### src/rtl/pkg_hamming.sv
// Shared definitions for the Hamming(7,4) link.
// - estado_t  : transmitter FSM states
// - POS_*     : bit positions inside the codeword [i3,i2,i1,c2,i0,c1,c0]
//               (bit k holds Hamming position k+1, so a receiver syndrome
//               [p2,p1,p0] names the flipped position directly)
// - codificar : 4 data bits -> 7-bit error-free codeword
package pkg_hamming;

  typedef enum logic [1:0] {
    IDLE  = 2'd0,
    START = 2'd1,
    DATOS = 2'd2,
    STOP  = 2'd3
  } estado_t;

  localparam int BITS_DATO   = 4;
  localparam int BITS_CODIGO = 7;

  localparam int POS_C0 = 0;
  localparam int POS_C1 = 1;
  localparam int POS_I0 = 2;
  localparam int POS_C2 = 3;
  localparam int POS_I1 = 4;
  localparam int POS_I2 = 5;
  localparam int POS_I3 = 6;

  // Index of the last data bit on the serial line.
  localparam logic [2:0] IDX_ULTIMO = 3'd6;

  function automatic logic [BITS_CODIGO-1:0] codificar(input logic [BITS_DATO-1:0] d);
    logic [BITS_CODIGO-1:0] cw;
    cw         = '0;
    cw[POS_I0] = d[0];
    cw[POS_I1] = d[1];
    cw[POS_I2] = d[2];
    cw[POS_I3] = d[3];
    cw[POS_C0] = d[0] ^ d[1] ^ d[3];
    cw[POS_C1] = d[0] ^ d[2] ^ d[3];
    cw[POS_C2] = d[1] ^ d[2] ^ d[3];
    return cw;
  endfunction

endpackage

### src/rtl/module_codificador_hamming.sv
// Combinational Hamming(7,4) encoder with optional single-bit error injection.
// Ports:
//   datos     in  4  data nibble [i3,i2,i1,i0]
//   pos_error in  3  0 = no error, 1..7 = flip codeword bit (pos_error-1)
//   codigo    out 7  codeword [i3,i2,i1,c2,i0,c1,c0] with the error applied
module module_codificador_hamming
  import pkg_hamming::*;
(
  input  logic [BITS_DATO-1:0]   datos,
  input  logic [2:0]             pos_error,
  output logic [BITS_CODIGO-1:0] codigo
);

  logic [BITS_CODIGO-1:0] mascara;

  always_comb begin
    mascara = '0;
    if (pos_error != 3'd0)
      mascara = 7'b000_0001 << (pos_error - 3'd1);
  end

  assign codigo = codificar(datos) ^ mascara;

endmodule

### src/rtl/module_codificador_hamming_tx.sv
// Transmit end of the Hamming(7,4) link: handshake, encode (+ error
// injection) and UART-style serialization of the codeword.
// Frame: start(0), codigo[0..6] LSB-first, stop(1); each bit lasts
// CICLOS_POR_BIT cycles.
// Ports:
//   clk, rst_n     clock / async active-low reset
//   datos          in  4  data nibble
//   pos_error      in  3  error-injection position (0 = none)
//   dato_valido    in  1  request to send datos
//   listo          out 1  ready to accept (IDLE only)
//   codigo         out 7  latched transmitted codeword
//   codigo_valido  out 1  one-cycle pulse when codigo updates
//   tx_serial      out 1  serial line, idles high
//   ocupado        out 1  frame in progress
//   tx_fin         out 1  pulse in the last cycle of the stop bit
module module_codificador_hamming_tx
  import pkg_hamming::*;
#(
  parameter int CICLOS_POR_BIT = 4
) (
  input  logic                   clk,
  input  logic                   rst_n,
  input  logic [BITS_DATO-1:0]   datos,
  input  logic [2:0]             pos_error,
  input  logic                   dato_valido,
  output logic                   listo,
  output logic [BITS_CODIGO-1:0] codigo,
  output logic                   codigo_valido,
  output logic                   tx_serial,
  output logic                   ocupado,
  output logic                   tx_fin
);

  localparam int CW = (CICLOS_POR_BIT > 1) ? $clog2(CICLOS_POR_BIT) : 1;
  localparam logic [CW-1:0] CNT_ULTIMO = CW'(CICLOS_POR_BIT - 1);

  estado_t                estado, estado_sig;
  logic [CW-1:0]          cnt, cnt_sig;
  logic [2:0]             idx, idx_sig;
  logic [BITS_CODIGO-1:0] codigo_sig, palabra;
  logic                   valido_sig, tx_sig, fin_sig;
  logic                   fin_bit;

  module_codificador_hamming u_cod (
    .datos     (datos),
    .pos_error (pos_error),
    .codigo    (palabra)
  );

  assign fin_bit = (cnt == CNT_ULTIMO);
  assign ocupado = (estado != IDLE);
  assign listo   = (estado == IDLE);

  always_comb begin
    estado_sig = estado;
    cnt_sig    = cnt;
    idx_sig    = idx;
    codigo_sig = codigo;
    valido_sig = 1'b0;
    unique case (estado)
      IDLE: begin
        if (dato_valido) begin
          estado_sig = START;
          cnt_sig    = '0;
          codigo_sig = palabra;
          valido_sig = 1'b1;
        end
      end
      START: begin
        if (fin_bit) begin
          estado_sig = DATOS;
          cnt_sig    = '0;
          idx_sig    = '0;
        end else begin
          cnt_sig = cnt + 1'b1;
        end
      end
      DATOS: begin
        if (fin_bit) begin
          cnt_sig = '0;
          if (idx == IDX_ULTIMO) estado_sig = STOP;
          else                   idx_sig    = idx + 3'd1;
        end else begin
          cnt_sig = cnt + 1'b1;
        end
      end
      STOP: begin
        if (fin_bit) begin
          estado_sig = IDLE;
          cnt_sig    = '0;
        end else begin
          cnt_sig = cnt + 1'b1;
        end
      end
      default: estado_sig = IDLE;
    endcase
  end

  // Line level and tx_fin are derived from the next state so that both
  // leave a flop: no combinational glitches on the serial line.
  always_comb begin
    tx_sig = 1'b1;
    unique case (estado_sig)
      START:   tx_sig = 1'b0;
      DATOS:   tx_sig = codigo_sig[idx_sig];
      default: tx_sig = 1'b1;
    endcase
    fin_sig = (estado_sig == STOP) && (cnt_sig == CNT_ULTIMO);
  end

  always_ff @(posedge clk or negedge rst_n) begin
    if (!rst_n) begin
      estado        <= IDLE;
      cnt           <= '0;
      idx           <= '0;
      codigo        <= '0;
      codigo_valido <= 1'b0;
      tx_serial     <= 1'b1;
      tx_fin        <= 1'b0;
    end else begin
      estado        <= estado_sig;
      cnt           <= cnt_sig;
      idx           <= idx_sig;
      codigo        <= codigo_sig;
      codigo_valido <= valido_sig;
      tx_serial     <= tx_sig;
      tx_fin        <= fin_sig;
    end
  end

endmodule

### config.mk
export PLATFORM = sky130hd
export DESIGN_NAME = module_codificador_hamming_tx
export DESIGN_NICKNAME = d
export VERILOG_FILES = /design/src/rtl/pkg_hamming.sv /design/src/rtl/module_codificador_hamming.sv /design/src/rtl/module_codificador_hamming_tx.sv
export SDC_FILE = /design/constraint.sdc
export NUM_CORES = 1
export LEC_CHECK = 0
export ABC_CLOCK_PERIOD_IN_PS = 2200
export CORE_MARGIN = 1
export CORE_UTILIZATION = 40
export DETAILED_ROUTE_END_ITERATION = 10
export GPL_TIMING_DRIVEN = 0
export HOLD_SLACK_MARGIN = 0.06
export PLACE_DENSITY = 0.63
export SLEW_MARGIN = 40
export SYNTH_ARGS = -nofsm -noshare
export SYNTH_HDL_FRONTEND = slang
export SYNTH_SLANG_ARGS = --single-unit
### constraint.sdc
create_clock -name clk -period 2.2 [get_ports clk]
set_input_delay 0.55 -clock clk [delete_from_list [all_inputs] [get_ports clk]]
set_output_delay 0.55 -clock clk [all_outputs]
set_load 0.02 [all_outputs]
Word level (Yosys, flattened, before mapping):

Index checks and enable logic that the tools add are counted.

* order comparisons: 1
* add/subtract/negate cells: 3
* reductions and logical operators: 5
* eq/ne operators: 9
* shifts and indexed selects: 1
* muxes and demuxes: 21
* bitwise logic cells: 7

Operator list (count)
* 2-to-1 mux 7 bit: 3
* 2-to-1 mux 2 bit: 7
* == test 2 bit (second input constant): 6
* 2-to-1 mux 3 bit: 3
* one-hot mux 2 bit (4 select lines): 1
* left shift 1 x 3 -> 7 bit (first input constant): 1
* bitwise XOR 7 bit: 1
* one-hot mux 3 bit (2 select lines): 1
* bitwise XOR 1 bit: 6
* == test 2 x 1 -> 1 bit (second input constant): 2
* < comparator 3 x 4 -> 1 bit (second input constant): 1
* one-hot mux 2 bit (2 select lines): 1
* adder 3 x 1 -> 3 bit (second input constant): 1
* binary-select mux 1 bit (select 3 bit): 1
* == test 3 bit (second input constant): 1
* 2-to-1 mux 1 bit: 3
* nonzero test 3 bit: 1
* OR reduction 3 bit: 1
* subtractor 3 x 1 -> 3 bit (second input constant): 1
* adder 2 x 1 -> 2 bit (second input constant): 1
* zero test 2 bit: 1
* one-hot mux 1 bit (2 select lines): 1
* nonzero test 2 bit: 1
* logical AND 1 bit: 1

* input port bits: 10
* bits in registers: 17
* output and inout bits: 12
* word-level logic and storage cells: 54

Depth between registers and ports, before layout:

* depth after elaboration: 9
* gate-level depth with buffers: 9
* gate-level depth less buffers: 9

Hierarchy:

A second synthesis with hierarchy kept.

* cell total of the unflattened synthesis: 106
* area, all modules: 1156.1 µm²

Modules (own cells, without submodules)
* module_codificador_hamming_tx: times used 1, area an instance 972.2 µm², sequential area each 426.7 µm², cells each 88
* module_codificador_hamming: times used 1, area an instance 183.9 µm², sequential area each 0.0 µm², cells each 18

Worst setup path after synthesis:

Ideal clock, no wire load.

* path kind: reg-to-reg
* start point: register estado[0]
* end point: register tx_serial
* required time: 2095 ps
* period minus slack after synthesis: 2024 ps
* arrival time: 1919 ps
* buffers on the path: 1
* slack: 176 ps
* setup time: 105 ps
* stages on the path, launching flop included: 10
* cells stage by stage: dfrtp_1 inv_1 ha_1 nand2_1 buf_1 nand2_1 o21ai_1 mux2i_1 o211a_1 o41ai_1

* word-level cells in the longest chain between the ends: 5
* elaborated cells on any way between the ends: 17
* those cells by class: 5 x eq/ne; 11 x mux; 1 x reduce/logical

Ends and longest elaborated chain
* start: declaration: line module_codificador_hamming_tx.sv:37 `estado_t estado, estado_sig;`
* start signal: assignment: line module_codificador_hamming_tx.sv:121 `estado <= estado_sig;`
* zero test 2 bit
* net listo: line module_codificador_hamming_tx.sv:26 `output logic listo,`
* 2-to-1 mux 7 bit: line module_codificador_hamming_tx.sv:60 `unique case (estado)`
* net codigo_sig[4]: line module_codificador_hamming_tx.sv:40 `logic [BITS_CODIGO-1:0] codigo_sig, palabra;`
* binary-select mux 1 bit (select 3 bit): line module_codificador_hamming_tx.sv:105 `DATOS: tx_sig = codigo_sig[idx_sig];`
* 2-to-1 mux 1 bit (implied by the code): line module_codificador_hamming_tx.sv:105
* one-hot mux 1 bit (2 select lines): line module_codificador_hamming_tx.sv:103 `unique case (estado_sig)`
* net tx_sig: line module_codificador_hamming_tx.sv:41 `logic valido_sig, tx_sig, fin_sig;`
* end signal: assignment: line module_codificador_hamming_tx.sv:126 `tx_serial <= tx_sig;`
* end: declaration: line module_codificador_hamming_tx.sv:29 `output logic tx_serial,`

The timed path passes the listed nets, and every way through them passes these cells. The select of a mux whose other input is x is not followed.

Final worst setup path:

* start point: input pos_error[0]
* end point: register tx_serial

* word-level cells in the longest chain between the ends: 9
* elaborated cells on any way between the ends: 10
* those cells by class: 1 x add/sub; 1 x shift; 6 x mux; 1 x bitwise; 1 x reduce/logical

Ends and longest elaborated chain
* start: declaration: line module_codificador_hamming_tx.sv:24 `input logic [2:0] pos_error,`
* subtractor 3 x 1 -> 3 bit: line module_codificador_hamming.sv:19 `mascara = 7'b000_0001 << (pos_error - 3'd1);`
* left shift 1 x 3 -> 7 bit: line module_codificador_hamming.sv:19
* 2-to-1 mux 7 bit *: line module_codificador_hamming.sv:18 `if (pos_error != 3'd0)`
* bitwise XOR 7 bit *: line module_codificador_hamming.sv:22 `assign codigo = codificar(datos) ^ mascara;`
* 2-to-1 mux 7 bit *: line module_codificador_hamming_tx.sv:62 `if (dato_valido) begin`
* 2-to-1 mux 7 bit *: line module_codificador_hamming_tx.sv:60
* net codigo_sig[5]: line module_codificador_hamming_tx.sv:40
* binary-select mux 1 bit (select 3 bit) *: line module_codificador_hamming_tx.sv:105
* 2-to-1 mux 1 bit (implied by the code) *: line module_codificador_hamming_tx.sv:105
* one-hot mux 1 bit (2 select lines) *: line module_codificador_hamming_tx.sv:103
* net tx_sig: line module_codificador_hamming_tx.sv:41

Mark *: on every way through the listed nets, which the timed path passes. The rest lies on a longest branch. The select of a mux whose other input is x is not followed.

==> results_dict.tcl <==
set metrics [dict create \
    grt-ovfl-total 0 \
    totalWireLength_mm 2.03 \
    worst_pin_slew_ps 371 \
    dp_hpwl_mm 1.61 \
    finClkSkew_ps 3.32 \
    die_area_sq_um 2850 \
    peakVddDrop_mv 0.712 \
    finish.utilization_pct 55.0 \
    worstPathRequired_ps 2380 \
    drive_gt1_share_pct 13.6 \
    start_util_pct 42.6 \
    synth_area_sq_um 1050 \
    fin_area_sq_um 1360 \
    drc 0 \
    nets 150 \
    yosys-top-cells-area "dfrtp_1, ha_1, xor2_1" \
    area_growth_pct 29.2 \
    yosysTopAreaCell "dfrtp_1" \
    viasPerCell 5.10 \
    cap_violations 0 \
    finalHoldViolCount 0 \
    antenna_left 0 \
    yosys_warnings 0 \
    avgRoutedWirePerCell_um 12.5 \
    ys_seq_area_share_pct 40.5 \
    drtIter0Drc 5 \
    worstSetupStartpointType "input pin" \
    dp.cells 159 \
    synthArstFlopShare_pct 100 \
    die_h_um 53.4 \
    die_w_um 53.4 \
    worst_slack_ps 101 \
    port_buffers 21 \
    synth-edff-count 0 \
    arrival_ps 2280 \
    power_density_nw_per_um2 1340 \
    clkLatencyLatePin_ps 280 \
    cts_made_buffers 3 \
    outcome "finished clean" \
    critPathCaptureType "flop" \
    clock-sinks 17 \
    clk_path_buf_depth 2 \
    grt_pass1_wl_mm 3.31 \
    layout_common_cells "clkdlybuf4s50_1, dfrtp_1, nand2_1" \
    ctsHtreeMaxLevel 1 \
    syn_area_per_cell_sq_um 9.77 \
    core_sq_um 2480 \
    final_cells 162 \
    fin_crit_sh_pct 95.4 \
    drv_slew 0 \
    rows 18 \
    place_ws_ps -313 \
    synth_seq_cells 17 \
    antenna_cells 0 \
    crit_type "in -> reg" \
    drt-pass1-iter-count 3 \
    via_count 826 \
    grt_max_degree 18 \
    cts.hold.buffers_added 0 \
    place.gp.congestion 0.707 \
    tritoncts "built" \
    netlist_instances 108 \
    hold_path_class "in -> async" \
    ys_types 37 \
    fin_crit_ps 2100 \
    first_global_vias 794 \
    clk_pin_slew_ps 100 \
    syn-num-nets 125 \
    fmax_mhz 476 \
    synth_top_area_share_pct 38.0 \
    antenna_found_initial 0 \
    mostFrequentLayoutCell "clkdlybuf4s50_1" \
    worstPathMaxFanout 7 \
    place_area_sq_um 1300 \
    filler_cell_count 231 \
    synth-main-ff-cell "dfrtp_1" \
    finalSetupViolations 0 \
    track_usage_pct 16.2 \
    ios 22 \
    cts-root-buf "clkbuf_4" \
    p_leak_nw 0.620 \
    slew_headroom_pct 75.3 \
]
==> final cells by class <==
class	instances	area, sq um	area share [%]
Sequential cell	17	427	31.3
Tap cell	30	37.5	2.75
Multi-Input combinational cell	80	626	45.9
Buffer	1	7.51	0.551
Timing Repair Buffer	21	205	15.1
Clock buffer	4	26.3	1.93
Inverter	9	33.8	2.48
==> cells by family after synthesis <==
group,Yosys count,synth area share [%]
mux,1,0.949
buf+inv,11,3.91
flops,17,40.5
fa+ha+maj,7,8.30
simple gates,35,18.2
xor+xnor,12,12.0
compound gates,25,16.3
==> registers in the layout (all words and copies together), names as in the netlist <==
name,cells
estado,2
cnt,2
codigo_valido,1
codigo,7
tx_fin,1
idx,3
tx_serial,1
==> power breakdown <==
group	internal [mW]	total [mW]	switching [mW]	leakage, nW
Clock	0.0704	0.166	0.0952	0.0150
Combinational	0.505	1.13	0.623	0.391
Sequential	0.452	0.538	0.0868	0.214
==> metrics by stage <==
| stage | power [mW] | TNS [ps] | hold WS [ps] |
|---|---|---|---|
| final | 1.83 | 0 | 162 |
| after CTS | 1.74 | -41.2 | 512 |
| after global placement | 1.56 | -324 | 494 |
| after floorplan | 1.22 | 0 | 254 |
| after global routing | 1.99 | -19.2 | 169 |
| after detailed placement | 1.58 | -313 | 496 |
==> critical path, cell delays in order <==
cell and delay (ps):
clkdlybuf4s50_1 500, nand3b_1 220, xor2_1 160, o21ai_1 160
mux2i_1 90, o211a_1 240, o41ai_2 350
==> synth_stat cells (3+ instances only) <==
cell type / instances
dfrtp_1: 16
nand2_1: 9
inv_1: 8
ha_1: 7
nor2_1: 7
xor2_1: 7
o21ai_1: 6
nand3_1: 5
nor3b_1: 4
a21oi_1: 3
nand3b_1: 3
xnor2_1: 3
==> routing by layer <==
layer | wire (um) | track usage (%) | up-vias
met2 | 1080 | 29.2 | 11
met1 | 897 | 18.7 | 388
li1 | - | - | 425
met4 | 18 | 6.58 | 0
met5 | 0 | 0 | -
met3 | 36 | 2.59 | 2
==> path summary, 6_finish.rpt <==
path	endpoint	startpoint	cells after the start	slack, ps
hold reg to reg	codigo[4]	codigo[4]	2	510
max in group asynchronous	tx_serial	rst_n	1	1730
setup reg to reg	tx_serial	estado[0]	8	100
hold / removal	codigo[6]	rst_n	1	160
setup / recovery	tx_serial	pos_error[0]	7	100
min in group clk	codigo[4]	codigo[4]	2	510
==> what timing repair did <==
action,in CTS,in global routing
buffers inserted,0,0
setup endpoints to repair,3,2
resized for setup,3,11
pin swaps,0,3
No activity file was read; power rests on OpenSTA's default activity.
